--- src/rtl/kfx86_multiply_sequencer.sv ---
// Shift-and-add sequencer for unsigned MUL (8x8 and 16x16) that borrows the shared ALU while busy.
// Optional macro KFX86_MUL_EARLY_EXIT_EN: finish as soon as no multiplier bits remain, using a barrel shift.
module kfx86_multiply_sequencer #(
    parameter logic [4:0] ALU_OP_ADD = 5'b00000
) (
    input  logic        clock,
    input  logic        reset,
    input  logic        start,
    input  logic        select_word,
    input  logic [15:0] multiplicand,
    input  logic [15:0] multiplier,
    output logic        busy,
    output logic        done,
    output logic [31:0] product,
    output logic        cf_of,
    output logic        alu_grant,
    output logic [4:0]  alu_opcode,
    output logic [15:0] alu_source_1,
    output logic [15:0] alu_source_2,
    output logic        alu_select_word,
    input  logic [15:0] alu_out,
    input  logic        alu_carry
);

    typedef enum logic [1:0] {
        ST_IDLE = 2'd0,
        ST_ITER = 2'd1,
        ST_DONE = 2'd2
    } state_t;

    state_t      state_q, state_d;
    logic [15:0] h_q, h_d;
    logic [15:0] l_q, l_d;
    logic [15:0] a_q, a_d;
    logic        w_q, w_d;
    logic [3:0]  count_q, count_d;
    logic [31:0] product_q, product_d;
    logic        cf_of_q, cf_of_d;

    // Iteration datapath, evaluated every cycle and consumed only in ITER.
    logic        bit_c;
    logic [15:0] sum;
    logic [15:0] h_shift, l_shift;
    logic [15:0] h_fin, l_fin;
    logic        last_iter;
    logic        iter_finish;

`ifdef KFX86_MUL_EARLY_EXIT_EN
    logic [15:0] rem_mask;
    logic        early_exit;
    logic [4:0]  shift_amt;
    logic [31:0] wide_shift;
    logic [15:0] narrow_shift;
`endif

    // NOTE: every signal written in this block gets a value on every path, so no latch is inferred.
    always_comb begin
        bit_c     = l_q[0] & alu_carry;
        sum       = l_q[0] ? alu_out : h_q;
        if (w_q) begin
            h_shift = {bit_c, sum[15:1]};
            l_shift = {sum[0], l_q[15:1]};
        end else begin
            h_shift = {8'h00, bit_c, sum[7:1]};
            l_shift = {8'h00, sum[0], l_q[7:1]};
        end
        last_iter = (count_q == (w_q ? 4'd15 : 4'd7));

`ifdef KFX86_MUL_EARLY_EXIT_EN
        // Bits below the mask are multiplier bits not yet consumed after this shift.
        rem_mask     = (w_q ? 16'hFFFF : 16'h00FF) >> ({1'b0, count_q} + 5'd1);
        early_exit   = ~|(l_shift & rem_mask);
        shift_amt    = (w_q ? 5'd15 : 5'd7) - {1'b0, count_q};
        wide_shift   = {h_shift, l_shift} >> shift_amt;
        narrow_shift = {h_shift[7:0], l_shift[7:0]} >> shift_amt;
        if (early_exit) begin
            h_fin = w_q ? wide_shift[31:16] : {8'h00, narrow_shift[15:8]};
            l_fin = w_q ? wide_shift[15:0]  : {8'h00, narrow_shift[7:0]};
        end else begin
            h_fin = h_shift;
            l_fin = l_shift;
        end
        iter_finish = early_exit | last_iter;
`else
        h_fin       = h_shift;
        l_fin       = l_shift;
        iter_finish = last_iter;
`endif
    end

    always_comb begin
        state_d   = state_q;
        h_d       = h_q;
        l_d       = l_q;
        a_d       = a_q;
        w_d       = w_q;
        count_d   = count_q;
        product_d = product_q;
        cf_of_d   = cf_of_q;

        case (state_q)
            ST_IDLE: begin
                if (start) begin
                    a_d     = select_word ? multiplicand : {8'h00, multiplicand[7:0]};
                    l_d     = select_word ? multiplier   : {8'h00, multiplier[7:0]};
                    h_d     = 16'h0000;
                    w_d     = select_word;
                    count_d = 4'd0;
                    state_d = ST_ITER;
                end
            end
            ST_ITER: begin
                h_d     = h_fin;
                l_d     = l_fin;
                count_d = count_q + 4'd1;
                if (iter_finish) begin
                    state_d   = ST_DONE;
                    product_d = w_q ? {h_fin, l_fin} : {16'h0000, h_fin[7:0], l_fin[7:0]};
                    cf_of_d   = w_q ? |h_fin : |h_fin[7:0];
                end
            end
            ST_DONE: begin
                state_d = ST_IDLE;
            end
            default: begin
                state_d = ST_IDLE;
            end
        endcase
    end

    // NOTE: state uses non-blocking assignments so every register samples pre-edge values.
    // NOTE: all registers here are plain flops (no memory array), so each one is cleared on reset.
    always_ff @(posedge clock or posedge reset) begin
        if (reset) begin
            state_q   <= ST_IDLE;
            h_q       <= 16'h0000;
            l_q       <= 16'h0000;
            a_q       <= 16'h0000;
            w_q       <= 1'b0;
            count_q   <= 4'd0;
            product_q <= 32'h0000_0000;
            cf_of_q   <= 1'b0;
        end else begin
            state_q   <= state_d;
            h_q       <= h_d;
            l_q       <= l_d;
            a_q       <= a_d;
            w_q       <= w_d;
            count_q   <= count_d;
            product_q <= product_d;
            cf_of_q   <= cf_of_d;
        end
    end

    assign busy            = (state_q != ST_IDLE);
    assign done            = (state_q == ST_DONE);
    assign alu_grant       = (state_q == ST_ITER);
    assign alu_opcode      = alu_grant ? ALU_OP_ADD : 5'b00000;
    assign alu_source_1    = h_q;
    assign alu_source_2    = a_q;
    assign alu_select_word = w_q;
    assign product         = product_q;
    assign cf_of           = cf_of_q;

endmodule

--- config.mk ---
export PLATFORM = sky130hd
export DESIGN_NAME = kfx86_multiply_sequencer
export DESIGN_NICKNAME = d
export VERILOG_FILES = /design/src/rtl/kfx86_multiply_sequencer.sv
export SDC_FILE = /design/constraint.sdc
export NUM_CORES = 1
export LEC_CHECK = 0
export CORE_ASPECT_RATIO = 0.7
export CORE_MARGIN = 2
export CORE_UTILIZATION = 27
export DETAILED_ROUTE_END_ITERATION = 8
export SYNTH_ARGS = -nofsm -noshare
export SYNTH_HDL_FRONTEND = slang
export SYNTH_SLANG_ARGS = --single-unit
--- constraint.sdc ---
create_clock -name clock -period 3.8 [get_ports clock]
set_input_delay 0.57 -clock clock [delete_from_list [all_inputs] [get_ports clock]]
set_output_delay 0.57 -clock clock [all_outputs]
set_load 0.02 [all_outputs]
# After elaboration in Yosys (flattened, before gate mapping)
# Index checks and enable logic that the tools add are counted.
[totals]
output_inout_bits = 74
elab_cells = 41
register_bits = 88
inputBits = 53
[op_classes]
n_mux = 17
addsub = 1
n_bitwise = 1
reduce_logical = 9
n_eq_ne = 5
[op_table]
columns = ["cell", "n"]
rows = [
  ["$mux 16", 7],
  ["$pmux 16 s2", 2],
  ["$mux 32", 1],
  ["$reduce_or 16->1", 1],
  ["$mux 4", 2],
  ["$pmux 4 s2", 1],
  ["$reduce_and 2->1", 4],
  ["$reduce_or 8->1", 1],
  ["$add 4x1->4 const B", 1],
  ["$eq 4x4->1", 1],
  ["$mux 2", 2],
  ["$pmux 2 s2", 1],
  ["$reduce_bool 2->1", 2],
  ["$eq 2x1->1 const B", 1],
  ["$eq 2x2->1 const B", 1],
  ["$logic_not 2->1", 1],
  ["$ne 2x1->1 const B", 1],
  ["$ne 2x2->1 const B", 1],
  ["$and 1x1->1", 1],
  ["$mux 1", 1],
]

# Longest topological paths before layout
# Gate-level depths: netlist of the first run.
[depth]
word_depth = 4
mapped_depth = 7
mapped_depth_nobuf = 5

# Worst setup path before layout of the first run
# No wires, ideal clock.
[synth_path]
kind = "register to register"
start = "register w_q (netlist: alu_select_word)"
end = "register product_q[15] (netlist: product[15])"
stages_incl_launch_ff = 7
n_path_buf = 2
path_slack_ps = 2208
required_ps = 3675
arrival_ps = 1467
synth_period_minus_slack_ps = 1592
setup_time_ps = 125
path_cell_list = "dfrtp_1 buf_6 xnor2_2 nand4_4 buf_8 inv_2 mux2_4"
[synth_between]
elab_chain_len = 3
word_cells_on_any_way = 6
cone_classes = "1 x eq/ne; 4 x mux; 1 x reduce/logical"
[synth_lines]
columns = ["item", "line_no", "rtl"]
rows = [
  ["start, declared", "35", "logic w_q, w_d;"],
  ["start signal, assigned", "148", "w_q <= w_d;"],
  ["$mux 4", "67", "last_iter = (count_q == (w_q ? 4'd15 : 4'd7));"],
  ["$eq 4x4->1", "67", ""],
  ["$reduce_and 2->1 (no line)", "n/a", ""],
  ["end signal, assigned", "150", "product_q <= product_d;"],
  ["end, declared", "37", "logic [31:0] product_q, product_d;"],
]
# Parallel ways exist; a longest one is shown, timed or not.
# A chain may end at the register's enable or synchronous reset.

# Worst setup path after layout of the first run
[layout_path]
start = "register state_q[1]"
end = "output port alu_grant"
[layout_between]
elab_chain_len = 1
[layout_lines]
columns = ["item", "line_no", "rtl"]
rows = [
  ["start, declared", "31", "state_t state_q, state_d;"],
  ["start signal, assigned", "144", "state_q <= state_d;"],
  ["$eq 2x1->1", "157", "assign alu_grant = (state_q == ST_ITER);"],
  ["end, declared", "16", "output logic alu_grant,"],
]
# Every way passes these cells.

==> results of run 1 <==
==> flip-flops by register name (all words and copies together), names as in the netlist <==
register,count
alu_source_2,16
state_q,2
alu_select_word,1
product,32
cf_of,1
count_q,4
l_q,16
alu_source_1,16
==> cell usage after synthesis (all sizes together), types with 6 or more instances <==
cell type / n / area share (%)
nand2: 90 / 8.3
o22ai: 8 / 1.2
nor2: 24 / 2.2
o21ai: 48 / 6.3
nand3: 33 / 4.1
a21oi: 19 / 2.3
dfrtp: 88 / 54
mux2i: 10 / 2.5
clkbuf: 6 / 0.55
nand2b: 10 / 1.6
mux2: 16 / 5.2
buf: 29 / 5.2
a31oi: 6 / 0.92
==> routing by layer <==
layer	vias up	global-route usage, %
met5	-	0
met4	0	2.87
met3	9	5.45
met2	113	21.3
met1	1567	19.7
li1	1608	-
==> power by group <==
part           switching (mW)  internal (mW)
registers               0.351           1.37
clock network           0.357          0.523
logic                    1.26           1.08
total                    1.97           2.97
==> cell usage in the layout, fill, tap and decap left out, types with 2 or more instances in the layout <==
cell type,count
clkbuf_1,2
o22ai_1,8
o21ai_1,4
a31oi_1,6
nand2_1,89
nor2_1,24
clkdlybuf4s50_1,121
inv_4,2
and3_1,2
or4_1,2
o21ai_0,40
a21oi_1,19
mux2_2,8
mux2_4,8
mux2i_1,10
clkbuf_16,9
nand3_1,33
nand2b_1,9
buf_4,6
conb_1,5
nor3_1,2
o21ai_2,4
dfrtp_1,88
==> how the worst max path moves through the flow <==
stage	cells after the start	slack, ns	to
2_1_floorplan	1	0.95	alu_select_word
3_3_place_gp	4	1.46	l_q[15]
3_5_place_dp	4	1.42	l_q[15]
4_1_cts	3	1.41	alu_grant
5_1_grt	3	1.37	alu_grant
6_report	3	1.44	alu_grant
==> critical path: stages, from the launching register on <==
cell and delay, ns:
dfrtp_1 0.44, nand2b_2 0.23, inv_4 0.14, clkdlybuf4s50_1 0.64
==> logic make-up (layout without fill, tap and decap cells) <==
family,Yosys count,after routing,synth area share (%)
simple gates,171,171,19.1
flops,88,88,54.2
compound gates,86,86,12.1
buf+inv,39,146,6.19
mux,26,26,7.64
fa+ha+maj,1,1,0.308
other cells,1,6,0.0923
xor+xnor,1,1,0.400
==> final cells by class <==
| type | count | area (sq um) | area share, % |
|---|---|---|---|
| Sequential cell | 88 | 2200 | 39.0 |
| Clock inverter | 3 | 42.5 | 0.754 |
| Inverter | 4 | 20.0 | 0.355 |
| Multi-Input combinational cell | 290 | 1630 | 28.9 |
| Timing Repair Buffer | 127 | 1260 | 22.3 |
| Antenna cell | 1 | 2.50 | 0.0444 |
| Clock buffer | 12 | 246 | 4.37 |
| Tap cell | 195 | 244 | 4.32 |
==> flow_summary.yaml, run 1 <==
drt:
  wl_met2_um: 4760
  wl_per_cell_um: 15.4
  ant_nets: 0
  viasPerCell: 4.58
  drc: 0
  drt_wl_total_um: 11100
  drt_iter0_drc: 132
  drt-met1-wl_um: 5330
  highest_layer: "met4"
  num_vias: 3297
  met3_length_um: 912
  dr.pass1.iters: 4
grt:
  grt_pass1_vias: 3284
  grt_pass1_wl_um: 17700
  grt_start_max_net_pins: 89
  track_usage_pct: 14.2
  antenna_found_initial: 0
  overflow: 0
floorplanning:
  die_h_um: 107
  io_pins: 127
  die-width_um: 151
  num_rows: 37
  dieArea_sq_mm: 0.0161
  coreArea_sq_mm: 0.0147
  initial_core_util_pct: 27.6
min_path:
  hp-start: "alu_source_2[15]"
  hold_class: "reg -> reg"
  min_to: "alu_source_2[15]"
  holdPathStages: 2
synth:
  synth_area_sq_mm: 0.00406
  ys_warn_count: 0
  async_reset_ff_share_pct: 100
  synth_ff_type: "dfrtp_1"
  ys_seq_area_share_pct: 54.2
  synth_seq_cells: 88
  synth-edff-count: 0
  ys_types: 42
  avgSynthCellArea_sq_um: 9.84
  synth_cells: 413
sta:
  finalCritPeriodShare_pct: 62.0
  max_slew_margin_pct: 25.7
  tightest_slew_ns: 1.12
  finalCriticalPeriod_ns: 2.36
  hold_slack_ns: 0.464
  setup_ws_ns: 1.44
  finalSetupViolations: 0
  finalSetupTns_ns: 0
  rsz0062_at_grt: "no"
  finalHoldViolCount: 0
  finalClockSkew_ns: 0.00701
  maxSlewViolCount: 0
  max_freq_mhz: 424
place:
  dpl.hpwl_um: 7660
  placed_cells: 704
  place_ws_ns: 1.42
  gp_congestion: 0.772
  port_buffers: 121
  placed_cell_area_sq_mm: 0.00535
finish:
  fill_cells: 1448
  area_growth_pct: 38.8
  finish.utilization_pct: 38.3
  drive_above_1_share_pct: 9.54
  fin_nets: 574
  fin_area_sq_mm: 0.00564
  finalNonFillerCells: 720
clock_network:
  clk_latency_ns: 0.34
  cts_buffers: 9
  htree_levels: 3
  postCtsSetupRepairBufs: 0
  clk_pin_slew_ns: 0.06
  clock_sinks: 88
  hold_buffers: 0
  cts_tree: "built"
  clockBufferDepth: 2
  cts_root_buffer: "clkbuf_16"
  cts_resized: 0
setup_path:
  r2r_cells: 6
  cp_max_fo: 9
  start_kind: "register"
  cp-end-kind: "output pin"
  critPathKind: "reg -> out"
  critPathRequiredTime_ns: 3.23
  worstReg2RegStart: "alu_select_word"
  setup.worst_path.start: "state_q[1]"
  cp.arrival_ns: 1.79
  r2r_slack_ns: 1.75
  reg2reg_to: "product[18]"
pwr:
  p_leak_nw: 2.45
  total_power_mw: 4.94
  power_density_mw_per_mm2: 876
  peakVddDrop_v: 0.000383
job:
  max_cap_viol_count: 0
status:
  status: "completed"
(Power assumes the default switching activity.)
==> inputs of run 2 (changes only) <==
clock period = 2.4 ns   (was 3.8 ns; I/O delays follow)
==> flow_summary.yaml, run 2 (synthesis results as in run 1) <==
sta:
  maxSlewViolCount: 0
  max_freq_mhz: 469
  finalCriticalPeriod_ns: 2.13
  finalHoldViolCount: 0
  tightest_slew_ns: 0.682
  max_slew_margin_pct: 54.6
  finalSetupTns_ns: 0
  finalSetupViolations: 0
  finalClockSkew_ns: 0.00490
  finalCritPeriodShare_pct: 88.8
  hold_slack_ns: 0.468
  rsz0062_at_grt: "no"
floorplanning:
  initial_core_util_pct: 27.6
  num_rows: 37
  dieArea_sq_mm: 0.0161
  die_h_um: 107
  die-width_um: 151
  io_pins: 127
  coreArea_sq_mm: 0.0147
drt:
  drt_wl_total_um: 11500
  wl_per_cell_um: 15.8
  viasPerCell: 4.66
  ant_nets: 0
  dr.pass1.iters: 4
  num_vias: 3384
  drt_iter0_drc: 131
  drc: 0
place:
  gp_congestion: 0.817
  placed_cells: 710
  port_buffers: 121
  placed_cell_area_sq_mm: 0.00541
  dpl.hpwl_um: 8110
finish:
  antenna_cells: 0
  fin_area_sq_mm: 0.00570
  finalNonFillerCells: 726
  layout_commonest_cell: "clkdlybuf4s50_1"
  finish.utilization_pct: 38.7
  largest_reg_flops: 32
  final_cell_mix: "clkdlybuf4s50_1, nand2_1, dfrtp_1"
  drive_above_1_share_pct: 11.1
  fin_nets: 580
  area_growth_pct: 40.3
clock_network:
  clockBufferDepth: 2
  clock_sinks: 88
  cts_root_buffer: "clkbuf_16"
  postCtsSetupRepairBufs: 0
  cts_tree: "built"
  htree_levels: 3
  hold_buffers: 0
  clk_latency_ns: 0.34
  clk_pin_slew_ns: 0.06
  cts_resized: 0
  cts_buffers: 9
grt:
  antenna_found_initial: 0
  track_usage_pct: 14.3
  grt_pass1_vias: 3282
  grt_start_max_net_pins: 89
  grt_pass1_wl_um: 17800
  overflow: 0
status:
  status: "completed"
pwr:
  clockPowerShare_pct: 17.3
  power_density_mw_per_mm2: 1370
  seqPwrFrac_pct: 34.9
  comb_power_share_pct: 47.7
  p_switching_mw: 3.18
  p_leak_nw: 2.48
  cellInternalPower_mw: 4.66
  p_sw_share_pct: 40.6
  peakVddDrop_v: 0.000559
setup_path:
  critPathKind: "reg -> out"
  cp.arrival_ns: 1.77
  reg2reg_to: "cf_of"
  critPathRequiredTime_ns: 2.04
  start_kind: "register"
  r2r_cells: 4
  cp-end-kind: "output pin"
  worstReg2RegStart: "l_q[0]"
  r2r_slack_ns: 0.55
  cp_max_fo: 9
min_path:
  hold_class: "reg -> reg"
  hp-start: "alu_source_2[14]"
  min_to: "alu_source_2[14]"
  holdPathStages: 2
job:
  max_cap_viol_count: 0
## run 2: per-stage QoR
step,power [mW],worst slack (ns)
after floorplan,4.91,0.808
after global placement,6.45,0.498
after detailed placement,6.53,0.500
after CTS,7.95,0.247
after global routing,8.39,0.197
final,7.83,0.268
## run 2: worst max-delay path by stage
stage	slack, ns	start	to	cells after the start
6_report	0.27	state_q[1]	alu_grant	3
5_1_grt	0.20	state_q[1]	alu_grant	3
3_5_place_dp	0.50	alu_out[5]	cf_of	5
3_3_place_gp	0.50	alu_out[6]	cf_of	5
2_1_floorplan	0.81	alu_select_word	product[15]	6
4_1_cts	0.25	state_q[1]	alu_grant	3
## run 2: metal layers
| metal | global-route usage, % | vias up | wire, um | part of all wire (%) |
|---|---|---|---|---|
| met5 | 0 | - | 0 | 0 |
| met4 | 3.27 | 0 | 126 | 1.1 |
| met3 | 4.47 | 11 | 845 | 7.3 |
| met2 | 20.8 | 131 | 5000 | 43 |
| met1 | 20.9 | 1606 | 5530 | 48 |
| li1 | - | 1636 | - | - |
## run 2: area by class of cell
type	instances	area, sq um
Inverter	4	21.3
Clock inverter	5	40.0
Timing Repair Buffer	133	1310
Clock buffer	11	253
Sequential cell	88	2200
Multi-Input combinational cell	290	1630
Tap cell	195	244
Fill cell	1438	9020
## run 2: power groups by stage
| stage | Sequential (mW) | Clock, mW | Combinational (mW) |
|---|---|---|---|
| 6_report | 2.74 | 1.36 | 3.74 |
| 3_3_place_gp | 2.74 | 0 | 3.71 |
| 2_1_floorplan | 3.23 | 0 | 1.68 |
| 4_1_cts | 2.75 | 1.42 | 3.78 |
| 5_1_grt | 2.83 | 1.48 | 4.08 |
| 3_5_place_dp | 2.76 | 0 | 3.77 |
## run 2: critical path: stages (launching register included)
cell and delay (ns):
dfrtp_1 0.42, nand2b_2 0.22, inv_4 0.14, clkdlybuf4s50_1 0.65
==> inputs of run 3 (changes only) <==
PLACE_DENSITY = 0.57   (was not set)
==> flow_summary.yaml, run 3 (synthesis results as in run 1) <==
status:
  status: "completed"
sta:
  finalSetupTns_ns: 0
  finalHoldViolCount: 0
  finalClockSkew_ns: 0.0103
  max_slew_margin_pct: 53.6
  maxSlewViolCount: 0
  max_freq_mhz: 469
  finalSetupViolations: 0
  rsz0062_at_grt: "no"
  hold_slack_ns: 0.432
  setup_ws_ns: 0.269
  finalCritPeriodShare_pct: 88.8
  tightest_slew_ns: 0.696
  finalCriticalPeriod_ns: 2.13
finish:
  finish.utilization_pct: 38.9
  area_growth_pct: 41.0
  final_cell_mix: "clkdlybuf4s50_1, nand2_1, dfrtp_1"
  layout_commonest_cell: "clkdlybuf4s50_1"
  drive_above_1_share_pct: 10.7
  antenna_cells: 0
  fin_nets: 581
  fin_area_sq_mm: 0.00573
  largest_reg_flops: 32
floorplanning:
  die_h_um: 107
  io_pins: 127
  num_rows: 37
  coreArea_sq_mm: 0.0147
  initial_core_util_pct: 27.6
  dieArea_sq_mm: 0.0161
  die-width_um: 151
clock_network:
  postCtsSetupRepairBufs: 0
  clock_sinks: 88
  cts_resized: 0
  cts_tree: "built"
  cts_buffers: 9
  clockBufferDepth: 2
  clk_latency_ns: 0.34
  cts_root_buffer: "clkbuf_16"
  htree_levels: 3
  clk_pin_slew_ns: 0.07
  hold_buffers: 0
place:
  port_buffers: 121
  dpl.hpwl_um: 8370
  place_ws_ns: 0.483
  placed_cell_area_sq_mm: 0.00544
  gp_congestion: 0.809
setup_path:
  cpLargestDelayFamily: "buffers and inverters"
  setup.worst_path.start: "state_q[1]"
  slowest_stage: "clkdlybuf4s50_1"
  cp-end-kind: "output pin"
  critPathRequiredTime_ns: 2.04
  max_stage_delay_ns: 0.63
  start_kind: "register"
  cp.arrival_ns: 1.77
  critPathKind: "reg -> out"
  cp_max_fo: 9
  cp_cell_sequence: "nand2b_2 > inv_4 > clkdlybuf4s50_1"
  worstReg2RegStart: "state_q[1]"
  critPathBufInv: 2
min_path:
  hold_class: "in -> async"
grt:
  grt_start_max_net_pins: 57
  track_usage_pct: 14.7
  grt_pass1_vias: 3416
  overflow: 0
  grt_pass1_wl_um: 18200
  antenna_found_initial: 0
job:
  max_cap_viol_count: 0
drt:
  dr.pass1.iters: 4
  viasPerCell: 4.63
  drt_iter0_drc: 107
  wl_per_cell_um: 16.0
  drt_wl_total_um: 11600
  num_vias: 3365
  ant_nets: 0
  drc: 0
pwr:
  power_density_mw_per_mm2: 1380
  peakVddDrop_v: 0.000474
  p_leak_nw: 2.49
-- run 3: changes by cell type in the layout (fill, tap and decap cells not counted), sizes merged --
cell	before	now
clkbuf	11	12
bufinv	0	1
buf	12	13
inv	4	3
clkinvlp	4	2
-- run 3: report_power, final --
group	internal [mW]	total, mW	leakage, nW	switching, mW
registers	2.17	2.73	1.09	0.561
clock network	0.829	1.40	0.139	0.575
logic	1.72	3.75	1.27	2.03
-- run 3: routing by layer --
layer / up-vias / share of wire [%] / wire length (um) / GRT usage [%]
li1: 1629 / - / - / -
met5: - / 0 / 0 / 0
met1: 1633 / 49 / 5740 / 20.7
met2: 95 / 43 / 5030 / 22.0
met4: 0 / 0.82 / 95 / 3.54
met3: 8 / 6.4 / 744 / 4.68
-- run 3: path summary, 6_finish.rpt --
check	to	slack (ns)	cells after the start
worst max register to register	product[20]	0.53	6
worst max-delay path	alu_grant	0.27	3
worst min register to register	alu_source_2[11]	0.47	2
worst min-delay path	alu_source_1[12]	0.43	2
max in group asynchronous	alu_source_2[8]	1.44	3
min in group clock	alu_source_2[11]	0.47	2
-- run 3: through the flow --
step	instances	power (mW)
after floorplan	417	4.91
after global placement	711	6.47
after detailed placement	711	6.55
after CTS	726	7.99
after global routing	726	8.43
final	726	7.89
-- run 3: final cells by class --
class	count	area, sq um
Timing Repair Buffer	134	1350
Fill cell	1450	8990
Tap cell	195	244
Inverter	4	21.3
Sequential cell	88	2200
Clock buffer	12	246
Multi-Input combinational cell	290	1630
Clock inverter	3	42.5
